--- src/rtl/id_ex_stage_if.sv ---
// rtl/id_ex_stage_if.sv - ID/EX pipeline boundary signals between decode and execute.
interface id_ex_stage_if #(
  parameter int XLEN    = 32,
  parameter int RADDR_W = 5
);
  logic               id_valid;
  logic [XLEN-1:0]    id_pc;
  logic [RADDR_W-1:0] id_rs1, id_rs2, id_rd;
  logic               id_uses_rs1, id_uses_rs2;
  logic [XLEN-1:0]    id_rs1_data, id_rs2_data, id_imm;
  logic [3:0]         id_alu_op;
  logic [2:0]         id_funct3;
  logic               id_alu_src, id_mem_read, id_mem_write, id_reg_write;
  logic               id_mem_to_reg, id_branch, id_jump;
  logic               flush_ex;

  logic               ex_valid;
  logic [XLEN-1:0]    ex_pc;
  logic [RADDR_W-1:0] ex_rs1, ex_rs2, ex_rd;
  logic [XLEN-1:0]    ex_rs1_data, ex_rs2_data, ex_imm;
  logic [3:0]         ex_alu_op;
  logic [2:0]         ex_funct3;
  logic               ex_alu_src, ex_mem_read, ex_mem_write, ex_reg_write;
  logic               ex_mem_to_reg, ex_branch, ex_jump;
  logic               stall_if_id;

  modport master (
    output id_valid, id_pc, id_rs1, id_rs2, id_rd, id_uses_rs1, id_uses_rs2,
           id_rs1_data, id_rs2_data, id_imm, id_alu_op, id_funct3,
           id_alu_src, id_mem_read, id_mem_write, id_reg_write,
           id_mem_to_reg, id_branch, id_jump, flush_ex,
    input  ex_valid, ex_pc, ex_rs1, ex_rs2, ex_rd, ex_rs1_data, ex_rs2_data,
           ex_imm, ex_alu_op, ex_funct3, ex_alu_src, ex_mem_read,
           ex_mem_write, ex_reg_write, ex_mem_to_reg, ex_branch, ex_jump,
           stall_if_id
  );

  modport slave (
    input  id_valid, id_pc, id_rs1, id_rs2, id_rd, id_uses_rs1, id_uses_rs2,
           id_rs1_data, id_rs2_data, id_imm, id_alu_op, id_funct3,
           id_alu_src, id_mem_read, id_mem_write, id_reg_write,
           id_mem_to_reg, id_branch, id_jump, flush_ex,
    output ex_valid, ex_pc, ex_rs1, ex_rs2, ex_rd, ex_rs1_data, ex_rs2_data,
           ex_imm, ex_alu_op, ex_funct3, ex_alu_src, ex_mem_read,
           ex_mem_write, ex_reg_write, ex_mem_to_reg, ex_branch, ex_jump,
           stall_if_id
  );
endinterface

--- src/rtl/id_ex_stage.sv ---
// rtl/id_ex_stage.sv - ID/EX pipeline register with load-use stall, flush and perf counters.
module id_ex_stage #(
  parameter int XLEN    = 32,
  parameter int RADDR_W = 5,
  parameter int CNT_W   = 32
) (
  input  logic              clk,
  input  logic              rst,
  id_ex_stage_if.slave      bus,
  output logic [CNT_W-1:0]  stall_count,
  output logic [CNT_W-1:0]  flush_count
);

  logic rs1_match, rs2_match, hazard;

  assign rs1_match = bus.id_uses_rs1 & (bus.id_rs1 == bus.ex_rd);
  assign rs2_match = bus.id_uses_rs2 & (bus.id_rs2 == bus.ex_rd);
  assign hazard    = bus.ex_valid & bus.ex_mem_read & (bus.ex_rd != '0) &
                     (rs1_match | rs2_match) & bus.id_valid;
  // A flushed ID instruction is dead, so it must never hold the front end.
  assign bus.stall_if_id = hazard & ~bus.flush_ex;

  always_ff @(posedge clk or posedge rst) begin
    if (rst) begin
      bus.ex_valid      <= 1'b0;
      bus.ex_pc         <= '0;
      bus.ex_rs1        <= '0;
      bus.ex_rs2        <= '0;
      bus.ex_rd         <= '0;
      bus.ex_rs1_data   <= '0;
      bus.ex_rs2_data   <= '0;
      bus.ex_imm        <= '0;
      bus.ex_alu_op     <= '0;
      bus.ex_funct3     <= '0;
      bus.ex_alu_src    <= 1'b0;
      bus.ex_mem_read   <= 1'b0;
      bus.ex_mem_write  <= 1'b0;
      bus.ex_reg_write  <= 1'b0;
      bus.ex_mem_to_reg <= 1'b0;
      bus.ex_branch     <= 1'b0;
      bus.ex_jump       <= 1'b0;
      stall_count       <= '0;
      flush_count       <= '0;
    end else if (bus.flush_ex || hazard) begin
      bus.ex_valid      <= 1'b0;
      bus.ex_pc         <= '0;
      bus.ex_rs1        <= '0;
      bus.ex_rs2        <= '0;
      bus.ex_rd         <= '0;
      bus.ex_rs1_data   <= '0;
      bus.ex_rs2_data   <= '0;
      bus.ex_imm        <= '0;
      bus.ex_alu_op     <= '0;
      bus.ex_funct3     <= '0;
      bus.ex_alu_src    <= 1'b0;
      bus.ex_mem_read   <= 1'b0;
      bus.ex_mem_write  <= 1'b0;
      bus.ex_reg_write  <= 1'b0;
      bus.ex_mem_to_reg <= 1'b0;
      bus.ex_branch     <= 1'b0;
      bus.ex_jump       <= 1'b0;
      // Flush takes the credit when both fire; the stall is moot then.
      if (bus.flush_ex) begin
        if (flush_count != '1) flush_count <= flush_count + CNT_W'(1);
      end else begin
        if (stall_count != '1) stall_count <= stall_count + CNT_W'(1);
      end
    end else begin
      bus.ex_valid      <= bus.id_valid;
      bus.ex_pc         <= bus.id_pc;
      bus.ex_rs1        <= bus.id_rs1;
      bus.ex_rs2        <= bus.id_rs2;
      bus.ex_rd         <= bus.id_rd;
      bus.ex_rs1_data   <= bus.id_rs1_data;
      bus.ex_rs2_data   <= bus.id_rs2_data;
      bus.ex_imm        <= bus.id_imm;
      bus.ex_alu_op     <= bus.id_alu_op;
      bus.ex_funct3     <= bus.id_funct3;
      bus.ex_alu_src    <= bus.id_alu_src;
      bus.ex_mem_read   <= bus.id_mem_read;
      bus.ex_mem_write  <= bus.id_mem_write;
      bus.ex_reg_write  <= bus.id_reg_write;
      bus.ex_mem_to_reg <= bus.id_mem_to_reg;
      bus.ex_branch     <= bus.id_branch;
      bus.ex_jump       <= bus.id_jump;
    end
  end

endmodule

--- src/flat_wrapper.sv ---
// flat-port wrapper written by rule: the top's interface ports become plain ports
module id_ex_stage_flat 
#(
  parameter int XLEN    = 32,
  parameter int RADDR_W = 5,
  parameter int CNT_W   = 32
)
  (clk, rst, stall_count, flush_count, bus_id_valid, bus_id_pc, bus_id_rs1, bus_id_rs2, bus_id_rd, bus_id_uses_rs1, bus_id_uses_rs2, bus_id_rs1_data, bus_id_rs2_data, bus_id_imm, bus_id_alu_op, bus_id_funct3, bus_id_alu_src, bus_id_mem_read, bus_id_mem_write, bus_id_reg_write, bus_id_mem_to_reg, bus_id_branch, bus_id_jump, bus_flush_ex, bus_ex_valid, bus_ex_pc, bus_ex_rs1, bus_ex_rs2, bus_ex_rd, bus_ex_rs1_data, bus_ex_rs2_data, bus_ex_imm, bus_ex_alu_op, bus_ex_funct3, bus_ex_alu_src, bus_ex_mem_read, bus_ex_mem_write, bus_ex_reg_write, bus_ex_mem_to_reg, bus_ex_branch, bus_ex_jump, bus_stall_if_id);
  id_ex_stage_if #(.XLEN(XLEN), .RADDR_W(RADDR_W)) bus_i ();
  input  logic clk;
  input  logic rst;
  output logic [CNT_W-1:0] stall_count;
  output logic [CNT_W-1:0] flush_count;
  input wire logic [$bits(bus_i.id_valid)-1:0] bus_id_valid;
  input wire logic [$bits(bus_i.id_pc)-1:0] bus_id_pc;
  input wire logic [$bits(bus_i.id_rs1)-1:0] bus_id_rs1;
  input wire logic [$bits(bus_i.id_rs2)-1:0] bus_id_rs2;
  input wire logic [$bits(bus_i.id_rd)-1:0] bus_id_rd;
  input wire logic [$bits(bus_i.id_uses_rs1)-1:0] bus_id_uses_rs1;
  input wire logic [$bits(bus_i.id_uses_rs2)-1:0] bus_id_uses_rs2;
  input wire logic [$bits(bus_i.id_rs1_data)-1:0] bus_id_rs1_data;
  input wire logic [$bits(bus_i.id_rs2_data)-1:0] bus_id_rs2_data;
  input wire logic [$bits(bus_i.id_imm)-1:0] bus_id_imm;
  input wire logic [$bits(bus_i.id_alu_op)-1:0] bus_id_alu_op;
  input wire logic [$bits(bus_i.id_funct3)-1:0] bus_id_funct3;
  input wire logic [$bits(bus_i.id_alu_src)-1:0] bus_id_alu_src;
  input wire logic [$bits(bus_i.id_mem_read)-1:0] bus_id_mem_read;
  input wire logic [$bits(bus_i.id_mem_write)-1:0] bus_id_mem_write;
  input wire logic [$bits(bus_i.id_reg_write)-1:0] bus_id_reg_write;
  input wire logic [$bits(bus_i.id_mem_to_reg)-1:0] bus_id_mem_to_reg;
  input wire logic [$bits(bus_i.id_branch)-1:0] bus_id_branch;
  input wire logic [$bits(bus_i.id_jump)-1:0] bus_id_jump;
  input wire logic [$bits(bus_i.flush_ex)-1:0] bus_flush_ex;
  output wire logic [$bits(bus_i.ex_valid)-1:0] bus_ex_valid;
  output wire logic [$bits(bus_i.ex_pc)-1:0] bus_ex_pc;
  output wire logic [$bits(bus_i.ex_rs1)-1:0] bus_ex_rs1;
  output wire logic [$bits(bus_i.ex_rs2)-1:0] bus_ex_rs2;
  output wire logic [$bits(bus_i.ex_rd)-1:0] bus_ex_rd;
  output wire logic [$bits(bus_i.ex_rs1_data)-1:0] bus_ex_rs1_data;
  output wire logic [$bits(bus_i.ex_rs2_data)-1:0] bus_ex_rs2_data;
  output wire logic [$bits(bus_i.ex_imm)-1:0] bus_ex_imm;
  output wire logic [$bits(bus_i.ex_alu_op)-1:0] bus_ex_alu_op;
  output wire logic [$bits(bus_i.ex_funct3)-1:0] bus_ex_funct3;
  output wire logic [$bits(bus_i.ex_alu_src)-1:0] bus_ex_alu_src;
  output wire logic [$bits(bus_i.ex_mem_read)-1:0] bus_ex_mem_read;
  output wire logic [$bits(bus_i.ex_mem_write)-1:0] bus_ex_mem_write;
  output wire logic [$bits(bus_i.ex_reg_write)-1:0] bus_ex_reg_write;
  output wire logic [$bits(bus_i.ex_mem_to_reg)-1:0] bus_ex_mem_to_reg;
  output wire logic [$bits(bus_i.ex_branch)-1:0] bus_ex_branch;
  output wire logic [$bits(bus_i.ex_jump)-1:0] bus_ex_jump;
  output wire logic [$bits(bus_i.stall_if_id)-1:0] bus_stall_if_id;
  assign bus_i.id_valid = bus_id_valid;
  assign bus_i.id_pc = bus_id_pc;
  assign bus_i.id_rs1 = bus_id_rs1;
  assign bus_i.id_rs2 = bus_id_rs2;
  assign bus_i.id_rd = bus_id_rd;
  assign bus_i.id_uses_rs1 = bus_id_uses_rs1;
  assign bus_i.id_uses_rs2 = bus_id_uses_rs2;
  assign bus_i.id_rs1_data = bus_id_rs1_data;
  assign bus_i.id_rs2_data = bus_id_rs2_data;
  assign bus_i.id_imm = bus_id_imm;
  assign bus_i.id_alu_op = bus_id_alu_op;
  assign bus_i.id_funct3 = bus_id_funct3;
  assign bus_i.id_alu_src = bus_id_alu_src;
  assign bus_i.id_mem_read = bus_id_mem_read;
  assign bus_i.id_mem_write = bus_id_mem_write;
  assign bus_i.id_reg_write = bus_id_reg_write;
  assign bus_i.id_mem_to_reg = bus_id_mem_to_reg;
  assign bus_i.id_branch = bus_id_branch;
  assign bus_i.id_jump = bus_id_jump;
  assign bus_i.flush_ex = bus_flush_ex;
  assign bus_ex_valid = bus_i.ex_valid;
  assign bus_ex_pc = bus_i.ex_pc;
  assign bus_ex_rs1 = bus_i.ex_rs1;
  assign bus_ex_rs2 = bus_i.ex_rs2;
  assign bus_ex_rd = bus_i.ex_rd;
  assign bus_ex_rs1_data = bus_i.ex_rs1_data;
  assign bus_ex_rs2_data = bus_i.ex_rs2_data;
  assign bus_ex_imm = bus_i.ex_imm;
  assign bus_ex_alu_op = bus_i.ex_alu_op;
  assign bus_ex_funct3 = bus_i.ex_funct3;
  assign bus_ex_alu_src = bus_i.ex_alu_src;
  assign bus_ex_mem_read = bus_i.ex_mem_read;
  assign bus_ex_mem_write = bus_i.ex_mem_write;
  assign bus_ex_reg_write = bus_i.ex_reg_write;
  assign bus_ex_mem_to_reg = bus_i.ex_mem_to_reg;
  assign bus_ex_branch = bus_i.ex_branch;
  assign bus_ex_jump = bus_i.ex_jump;
  assign bus_stall_if_id = bus_i.stall_if_id;
  id_ex_stage #(.XLEN(XLEN), .RADDR_W(RADDR_W), .CNT_W(CNT_W)) u_core (.clk(clk), .rst(rst), .bus(bus_i), .stall_count(stall_count), .flush_count(flush_count));
endmodule
--- config.mk ---
export PLATFORM = sky130hd
export DESIGN_NAME = id_ex_stage_flat
export DESIGN_NICKNAME = d
export VERILOG_FILES = /design/src/rtl/id_ex_stage_if.sv /design/src/rtl/id_ex_stage.sv /design/src/flat_wrapper.sv
export SDC_FILE = /design/constraint.sdc
export NUM_CORES = 1
export LEC_CHECK = 0
export ABC_AREA = 1
export CORE_AREA = 5 5 154 156
export CTS_BUF_LIST = sky130_fd_sc_hd__clkbuf_8
export DETAILED_ROUTE_END_ITERATION = 8
export DIE_AREA = 0 0 159 161
export PLACE_DENSITY = 0.82
export SETUP_SLACK_MARGIN = 0.2
export SYNTH_ARGS = -nofsm -noshare
export SYNTH_HDL_FRONTEND = slang
export SYNTH_SLANG_ARGS = --single-unit
--- constraint.sdc ---
create_clock -name clk -period 9.1 [get_ports clk]
set_clock_uncertainty 0.05 [all_clocks]
set_input_delay 1.82 -clock clk [delete_from_list [all_inputs] [get_ports clk]]
set_output_delay 1.82 -clock clk [all_outputs]
set_load 0.05 [all_outputs]
---- Word-level counts from Yosys, hierarchy flattened ----
Cells that the tools add are included.
W data, S select, Z words.
storage, ports and cells
  register bits after elaboration ......... 222
  bits of input ports ..................... 163
  word-level logic and storage cells ...... 55
cells by class
  add/subtract/negate cells ............... 2
  equality and inequality tests ........... 4
  multiplexer cells ....................... 17
  bitwise logic cells ..................... 9
  reductions and logical operators ........ 4
operators by type and width
  cell                     number
  $mux W32                 4
  $add A32 B1 Y32 const B  2
  $ne A32 B32 Y1 const B   2
  $mux W5                  3
  $eq A5 B5 Y1             2
  $mux W1                  8
  $and A1 B1 Y1            7
  $reduce_and A3 Y1        2
  $reduce_bool A5 Y1       1
  $mux W4                  1
  $mux W3                  1
  $logic_or A1 B1 Y1       1
  $not A1 Y1               1
  $or A1 B1 Y1             1

---- Longest topological paths before layout ----
  word-level depth ........................ 7
  gate-level depth with buffers ........... 11

---- Worst setup path after synthesis ----
No wires, ideal clock.
  path kind ............................... input to output
  start point ............................. input port bus_id_rs2[0]
  end point ............................... output port bus_stall_if_id
  arrival time ............................ 2.925 ns
  required time ........................... 7.230 ns
  slack ................................... 4.305 ns
  cell stages on the path ................. 8
  buffers on the path ..................... 0
  cell sequence ........................... inv_1 nand2_1 nand2_1 nor2_1 nand3_1 nand2_1 nand2_1 nor2_1
between the ends
  cells in the longest elaborated chain, start to end .. 6
RTL lines
  item                RTL line            text
  start: declaration  flat_wrapper.sv:17  input wire logic [$bits(bus_i.id_rs2)-1:0] bus_id_rs2;
  $eq A5 B5 Y1        id_ex_stage.sv:17   assign rs2_match = bus.id_uses_rs2 & (bus.id_rs2 == bus.ex_rd);
  $and A1 B1 Y1       id_ex_stage.sv:17
  $or A1 B1 Y1        id_ex_stage.sv:19   (rs1_match | rs2_match) & bus.id_valid;
  $and A1 B1 Y1       id_ex_stage.sv:18   assign hazard = bus.ex_valid & bus.ex_mem_read & (bus.ex_rd != '0) &
  $and A1 B1 Y1       id_ex_stage.sv:19
  $and A1 B1 Y1       id_ex_stage.sv:21   assign bus.stall_if_id = hazard & ~bus.flush_ex;
  end: declaration    flat_wrapper.sv:51  output wire logic [$bits(bus_i.stall_if_id)-1:0] bus_stall_if_id;
Every way passes these cells.

---- Worst setup path in the final report ----
Same ends and word-level chain as after synthesis.

==> impl_metrics.toml <==
[timing]
worstMarginPinSlew_ns = 0.964
maxSlewViolCount = 0
tns_ns = 0
rsz0062_at_grt = "false"
final_period_minus_worst_setup_slack_ns = 5.92
final-hold-violation-count = 0
fin_crit_sh = 0.650
setup_violations = 0
maxSlewHeadroom = 0.357
fmax_mhz = 169

[routing]
drt-initial-drc-count = 558
ant_nets = 0
routed_via_density = 4.69
detail_route.wl_per_cell_um = 17.3
wirelength_um = 33300
dr_total_vias = 9027
drcViolationCount = 0
firstDrtPassIters = 5

[global_routing]
grt_pass1_wl_um = 51900
grt_start_max_net_pins = 97
grt_pass1_vias = 9503
grtUsageTotal = 0.255
antenna_found_initial = 9
grt_overflow = 0

[job]
cap_violations = 0

[floorplan]
die_area_um2 = 25600
pin_count = 386
rows = 55
die_x_um = 159
coreArea_um2 = 22200
initial_utilization = 0.441
fp.dieH_um = 161

[power_and_ir_drop]
finalPower_mw = 2.86
leakage_nw = 7.34
pwr_density_cell_nw_per_um2 = 195
peakVddDrop_mv = 0.139

[cts]
numCtsBuffers = 39
clockBufferDepth = 3
cts_setup_buffers = 0
htreeDepth = 2
cts_resized = 0
clk_latency_ns = 0.55
clock_sink_count = 222
clkTransAtPathRegs_ns = 0.06
hold_buffers = 0
cts.root.buffer_cell = "clkbuf_8"
cts_tree = "done"

[yosys]
yosysUniqueCellTypes = 29
syn_inst = 1204
synth_area_leaders = "dfrtp_1 (57%), nand2_1 (13%), nor2_1 (9.8%), inv_1 (7.6%), nand3_1 (2.6%)"
netlist_area_um2 = 9810
synth_top_area_share = 0.567
synth_fp_nets = 1369
synth_top_area_cell = "dfrtp_1"
synth-seq-area-share = 0.567
yosysWarningCount = 0
synth_seq_cells = 222
avgSynthCellArea_um2 = 8.14

[worst_setup_path]
cp_num_buf_inv = 3
arrival_ns = 4.05
crit_required_ns = 7.23
crit_family = "buffers and inverters"
cpMaxStageDelayCell = "clkdlybuf4s50_1"
path_common_cell = "nand2_1"
crit_path_start_kind = "primary input"
max_stage_delay_ns = 0.85
end_kind = "output pin"
crit_path_max_fanout = 3
path_cells = "clkdlybuf4s50_1 > inv_1 > nand2_1 > nand2_1 > nor2_1 > nand3_1 > nand2_1 > nand2_1 > nor2_1 > clkdlybuf4s50_1"
setup.worst_path.class = "primary input to output pin"

[layout]
drive_gt1_frac = 0.0626
final_area_um2 = 14700
layout_common_cells = "clkdlybuf4s50_1 (385), nand2_1 (333), nor2_1 (257), dfrtp_1 (222), inv_1 (211)"
layout_commonest_cell = "clkdlybuf4s50_1"
syn2layout_area_growth_pct = 50.0
fin_nets = 1767

[worst_hold_path]
holdCritPathClass = "flop to flop"

[place]
post-dp-hpwl_um = 24700
io_buffers = 385
routabilityCongestion = 0.902
placed_area_um2 = 13900

[outcome]
status = "finished clean"
-- cells by family after synthesis --
logic type | after synthesis | share of synthesized area
AO/OA/AOI/OAI | 19 | 0.0124
XOR/XNOR | 23 | 0.0205
adder cells (fa/ha/maj) | 2 | 0.00255
buffers and inverters | 237 | 0.0985
flip-flops | 222 | 0.567
AND/OR/NAND/NOR | 701 | 0.299
-- synthesized netlist by cell type --
library cell and number:
a21oi_1 1, buf_1 1, buf_2 23, buf_4 4, buf_6 4, dfrtp_1 222, ha_1 2, inv_1 198
inv_2 6, inv_4 1, nand2_1 333, nand2_2 8, nand2_4 1, nand2_8 1, nand3_1 50, nand3_2 9
nand3b_1 22, nand4_1 5, nand4_2 1, nor2_1 257, nor2_2 4, nor2_4 1, nor3_1 7, nor3_2 2
o21ai_0 8, o21ai_1 3, o21ai_2 7, xnor2_1 9, xor2_1 14
-- report_power, final --
part	internal (mW)	switching [mW]	total, mW
Combinational	0.277	0.522	0.799
Sequential	1.06	0.0710	1.13
Clock	0.524	0.415	0.939
Total	1.86	1.01	2.86
-- stage by stage --
step | instances | hold slack [ns] | worst slack, ns | util
after floorplan | 1204 | 0.727 | 1.15 | -
after detailed placement | 1846 | 0.496 | 3.18 | 0.624
after CTS | 1915 | 0.515 | 3.18 | 0.661
after global routing | 1924 | 0.552 | 3.05 | 0.662
after global placement | 1846 | 0.471 | 3.18 | 0.624
final | 1924 | 0.507 | 3.18 | 0.662
-- layout make-up --
class | instances | area (um2)
antenna | 9 | 22.5
clock inverter | 19 | 116
inverter | 205 | 779
fill | 1773 | 7520
timing repair buffer | 389 | 3880
multi-input combinational | 745 | 3300
sequential | 222 | 5560
tap | 285 | 357
clock buffer | 50 | 688
-- worst reg2reg max path: stages (launching register included) --
cell and delay (ns):
dfrtp_1 0.52, inv_2 0.08, nand2_1 0.06, nand2_1 0.05, nor2_1 0.10, nand3_1 0.08
nand2_1 0.10, nand2_1 0.17, nand2_8 0.50, buf_4 0.85, nor2_1 0.20
-- final timing paths --
path / to / slack [ns] / start / cells after the start
worst max-delay path: bus_stall_if_id / 3.18 / bus_id_rs2[0] / 10
worst min-delay path: u_core.flush_count[31] / 0.51 / u_core.flush_count[31] / 2
worst max register to register: u_core.bus.ex_pc[20] / 6.17 / u_core.bus.ex_rd[4] / 10
worst min register to register: u_core.flush_count[31] / 0.51 / u_core.flush_count[31] / 2
max in group asynchronous: u_core.bus.ex_pc[8] / 5.91 / rst / 3
min in group asynchronous: u_core.bus.ex_rs2_data[9] / 1.75 / rst / 2
-- layer usage --
layer,part of all wire,global-route usage,vias up
li1,-,-,4366
met1,0.36,0.276,4261
met2,0.51,0.446,346
met3,0.10,0.112,54
met4,0.031,0.0915,0
met5,0,0,-
(Power assumes the default switching activity.)
